===== config.mk =====
export PLATFORM = sky130hd
export DESIGN_NAME = pipeline_trace_arbiter
export DESIGN_NICKNAME = d
export VERILOG_FILES = /design/src/rtl/pipeline_trace_arbiter.sv
export SDC_FILE = /design/constraint.sdc
export NUM_CORES = 2
export LEC_CHECK = 0
export ABC_AREA = 0
export CORE_AREA = 2 2 474 476
export DETAILED_ROUTE_END_ITERATION = 10
export DIE_AREA = 0 0 476 478
export PLACE_DENSITY_LB_ADDON = 0.05
export SLEW_MARGIN = 20
export SYNTH_ARGS = -nofsm -noshare
export SYNTH_HDL_FRONTEND = slang
export SYNTH_SLANG_ARGS = --single-unit

===== constraint.sdc =====
create_clock -name clk -period 22.6 [get_ports clk]
set_input_delay 6.78 -clock clk [delete_from_list [all_inputs] [get_ports clk]]
set_output_delay 6.78 -clock clk [all_outputs]
set_load 0.01 [all_outputs]

===== src/rtl/pipeline_trace_arbiter.sv =====
// Serialises trace events from the core's pipeline stages onto one channel.
// Each stage has a one-entry slot, a round-robin arbiter picks among them, and a registered output stage adds a sequence stamp.
module pipeline_trace_arbiter #(
  parameter int unsigned NUM_STAGES = 5,
  parameter int unsigned NUM_FIELDS = 6,
  parameter int unsigned DATA_W     = 32,
  parameter int unsigned SEQ_W      = 32
) (
  input  logic                                   clk,
  input  logic                                   rst_n,
  input  logic [NUM_STAGES-1:0]                  in_valid,
  output logic [NUM_STAGES-1:0]                  in_ready,
  input  logic [NUM_STAGES*NUM_FIELDS*DATA_W-1:0] in_data,
  output logic                                   out_valid,
  input  logic                                   out_ready,
  output logic [$clog2(NUM_STAGES)-1:0]          out_stage,
  output logic [NUM_FIELDS*DATA_W-1:0]           out_data,
  output logic [SEQ_W-1:0]                       out_seq
);

  localparam int unsigned EV_W  = NUM_FIELDS * DATA_W;
  localparam int unsigned STG_W = $clog2(NUM_STAGES);

  logic [NUM_STAGES-1:0] slot_valid;
  logic [EV_W-1:0]       slot_data [NUM_STAGES];
  logic [STG_W-1:0]      rr_ptr;
  logic [SEQ_W-1:0]      seq_cnt;

  logic                  grant_found_c;
  logic [STG_W-1:0]      grant_idx_c;
  logic                  load_c;

  // First occupied slot at or after rr_ptr, wrapping around.
  always_comb begin
    grant_found_c = 1'b0;
    grant_idx_c   = '0;
    for (int unsigned k = 0; k < NUM_STAGES; k++) begin
      int unsigned cand;
      cand = (32'(rr_ptr) + k) % NUM_STAGES;
      if (!grant_found_c && slot_valid[STG_W'(cand)]) begin
        grant_found_c = 1'b1;
        grant_idx_c   = STG_W'(cand);
      end
    end
  end

  assign load_c = (!out_valid || out_ready) && grant_found_c;

  // A granted slot can refill in the same cycle it is drained.
  always_comb begin
    in_ready = '0;
    for (int unsigned i = 0; i < NUM_STAGES; i++) begin
      in_ready[i] = rst_n && (!slot_valid[i] || (load_c && (grant_idx_c == STG_W'(i))));
    end
  end

  always_ff @(posedge clk) begin
    if (!rst_n) begin
      slot_valid <= '0;
      for (int unsigned i = 0; i < NUM_STAGES; i++) begin
        slot_data[i] <= '0;
      end
      rr_ptr    <= '0;
      seq_cnt   <= '0;
      out_valid <= 1'b0;
      out_stage <= '0;
      out_data  <= '0;
      out_seq   <= '0;
    end else begin
      for (int unsigned i = 0; i < NUM_STAGES; i++) begin
        if (in_valid[i] && in_ready[i]) begin
          slot_valid[i] <= 1'b1;
          slot_data[i]  <= in_data[i*EV_W +: EV_W];
        end else if (load_c && (grant_idx_c == STG_W'(i))) begin
          slot_valid[i] <= 1'b0;
        end
      end

      if (load_c) begin
        out_valid <= 1'b1;
        out_stage <= grant_idx_c;
        out_data  <= slot_data[grant_idx_c];
        out_seq   <= seq_cnt;
        seq_cnt   <= seq_cnt + SEQ_W'(1);
        rr_ptr    <= (grant_idx_c == STG_W'(NUM_STAGES - 1)) ? '0 : grant_idx_c + STG_W'(1);
      end else if (out_valid && out_ready) begin
        out_valid <= 1'b0;
      end
    end
  end

endmodule


==> insert_results.sql <==
INSERT INTO impl_metrics (metric_group, metric, value, unit) VALUES
('floorplan', 'rows', '174', ''),
('synthesis', 'synth-edff-count', '960', ''),
('timing', 'max-slew-margin-rel', '23.4', '%'),
('cts', 'cts-hold-fix-buffers', '0', ''),
('global_routing', 'track_usage', '22.2', '%'),
('worst_setup_path', 'critPathTopFamily', 'buffers and inverters', ''),
('layout', 'layout-drive-gt1-share', '5.28', '%'),
('placed_design', 'dpl_cell_area', '67600', 'um2'),
('synthesis', 'netlist-cell-type-count', '69', ''),
('floorplan', 'coreArea', '223000', 'um2'),
('synthesis', 'synth_seq_area_share', '64.4', '%'),
('worst_setup_path', 'crit-reg2reg-launch', 'rr_ptr[0]', ''),
('worst_setup_path', 'critPathRequiredTime', '15820', 'ps'),
('worst_setup_path', 'crit_path_end_kind', 'output port', ''),
('placed_design', 'globalplace.congestion', '0.823', ''),
('route', 'detail_route.drc_violations', '0', ''),
('synthesis', 'syn_area', '53100', 'um2'),
('worst_setup_path', 'crit_path_top_delay_cell', 'sky130_fd_sc_hd__buf_4', ''),
('layout', 'utilization', '32.5', '%'),
('global_routing', 'grt_pass1_wl', '355000', 'um'),
('floorplan', 'floorplan.die_area', '228000', 'um2'),
('cts', 'clockBufferDepth', '3', ''),
('worst_setup_path', 'critical_path.reg2reg.endpoint', 'slot_data[1][101]', ''),
('global_routing', 'antenna_found_initial', '202', ''),
('worst_setup_path', 'crit_path_max_incr_delay', '760', 'ps'),
('min_path', 'min_path_type', 'flop to flop', ''),
('worst_setup_path', 'crit_path_cell_trace', 'clkdlybuf4s50_1 -> nor2b_1 -> a41oi_4 -> buf_4 -> a21boi_0 -> nor2_1 -> clkdlybuf4s50_1', ''),
('timing', 'worst_pin_slew', '1150', 'ps'),
('cts', 'cts_setup_buffers', '0', ''),
('synthesis', 'synth_top_flop_cell', 'sky130_fd_sc_hd__edfxtp_1', ''),
('timing', 'setup_viols_final', '0', ''),
('floorplan', 'dieHeight', '478', 'um'),
('route', 'wl', '262000', 'um'),
('timing', 'setup-tns-final', '0', 'ps'),
('route', 'via_count', '42100', ''),
('layout', 'layout.cells.most_common', 'sky130_fd_sc_hd__clkdlybuf4s50_1', ''),
('worst_setup_path', 'endpoint', 'in_ready[3]', ''),
('synthesis', 'synth_nets', '5634', ''),
('cts', 'tritoncts', 'built', ''),
('timing', 'period_share', '72.3', '%'),
('timing', 'finalHoldViolCount', '0', ''),
('worst_setup_path', 'timing.reg2reg.worst_path_depth', '23', ''),
('timing', 'rsz0062_at_grt', 'false', ''),
('route', 'initialDrtViolationCount', '3359', ''),
('worst_setup_path', 'path_common_cell', 'sky130_fd_sc_hd__clkdlybuf4s50_1', ''),
('cts', 'cts-buffers-inserted', '158', ''),
('route', 'route.detailed.wl_per_inst', '29.7', 'um'),
('synthesis', 'postSynthRegisterBits', '1228', ''),
('min_path', 'worst_hold_startpoint', 'out_data[162]', ''),
('floorplan', 'floorplan.io_pins', '1201', ''),
('cts', 'clk-insertion-delay-late', '830', 'ps'),
('timing', 'worst_slack', '6260', 'ps'),
('global_routing', 'grt_pass1_vias', '41900', ''),
('worst_setup_path', 'critPathLaunch', 'out_ready', ''),
('worst_setup_path', 'startpoint_kind_of_the_worst_setup_timing_path', 'input port', ''),
('worst_setup_path', 'setup.reg_to_reg.worst_slack', '12790', 'ps'),
('global_routing', 'overflow', '0', ''),
('route', 'vias_per_cell', '4.77', ''),
('synthesis', 'async_flop_share', '0', '%'),
('cts', 'post_cts_resized', '0', ''),
('status', 'outcome', 'completed', ''),
('worst_setup_path', 'critPathBufInv', '3', ''),
('timing', 'fmax', '61.2', 'MHz'),
('layout', 'flow.area_growth_from_synthesis', '36.7', '%'),
('placed_design', 'port-buffer-count', '1200', ''),
('timing', 'maximum_clock_skew_at_final_layout', '35.9', 'ps'),
('route', 'post_route_antenna_net_violation_count', '0', ''),
('worst_setup_path', 'critical_path_peak_fanout', '60', ''),
('cts', 'clock-root-buffer', 'sky130_fd_sc_hd__clkbuf_16', ''),
('worst_setup_path', 'critical_path_cell_count', '7', ''),
('global_routing', 'largest_net_degree_at_the_start_of_global_routing', '203', '');
routing by layer:
layer / GRT usage, % / vias to the layer above / wire length (um)
met2: 35.5 / 1381 / 122000
met4: 6.94 / 150 / 7290
li1: - / 19200 / -
met1: 28.1 / 20800 / 111000
met3: 7.47 / 541 / 20900
met5: 0 / - / 901
kinds of logic (layout without fill, tap and decap cells):
family	count (synthesis)	count (layout)	synth area share, %
fa+ha+maj	21	21	0.495
flops	1228	1228	64.4
simple gates	2158	2158	20.7
compound gates	699	699	8.84
buf+inv	460	1595	4.16
xor+xnor	32	32	0.528
other cells	0	50	0
mux	47	47	0.886
cell type report:
cell class              count  area (um2)
fillers                 22700      151000
repair buffers           1270       12700
inverters                  30         128
diodes                     50         125
well taps                2992        3740
flip-flops and latches   1228       34200
clock buffers             237        4420
multi-input cells        2957       16800
clock inverters            58         512
worst min-delay path by stage:
stage                    endpoint  slack [ps]  depth (start not counted)
CTS                 out_data[158]         480                          1
finish              out_data[162]         480                          1
global route        out_data[165]         490                          1
detailed placement    out_data[2]         460                          1
global placement     out_data[89]         460                          1
floorplan             seq_cnt[22]         470                          2
synth_stat cells (all sizes together), types with 5 or more instances:
| library cell | number | area share [%] |
|---|---|---|
| mux2i | 47 | 0.89 |
| o211ai | 11 | 0.16 |
| inv | 30 | 0.21 |
| and2 | 5 | 0.059 |
| ha | 21 | 0.49 |
| xor2 | 12 | 0.20 |
| a31oi | 197 | 2.3 |
| nor2b | 7 | 0.082 |
| dfxtp | 268 | 10 |
| or3 | 9 | 0.11 |
| nand4 | 10 | 0.12 |
| nand3 | 203 | 1.9 |
| o31a | 5 | 0.082 |
| a22o | 193 | 3.2 |
| o31ai | 5 | 0.071 |
| nor3 | 16 | 0.16 |
| a21oi | 24 | 0.24 |
| clkbuf | 308 | 2.3 |
| edfxtp | 960 | 54 |
| nand2b | 11 | 0.13 |
| nand2 | 799 | 5.6 |
| nor2 | 107 | 0.76 |
| and3 | 969 | 11 |
| buf | 122 | 1.7 |
| a211oi | 9 | 0.14 |
| o21ai | 221 | 2.1 |
| xnor2 | 20 | 0.33 |
| o21a | 7 | 0.099 |
through the flow:
step / instances / hold WS, ps
2_1_floorplan: 4645 / 470
3_3_place_gp: 8476 / 460
3_5_place_dp: 8477 / 465
4_1_cts: 8772 / 479
5_1_grt: 8798 / 492
6_report: 8822 / 476
state kept, by name, summed over array words and instances (netlist names):
name,count
out_data,192
out_seq,32
out_stage,3
out_valid,1
rr_ptr,3
seq_cnt,32
slot_data,960
slot_valid,5
Power is not shown: default switching activity piles up to over one toggle a cycle in this logic, so the estimate is an artifact.
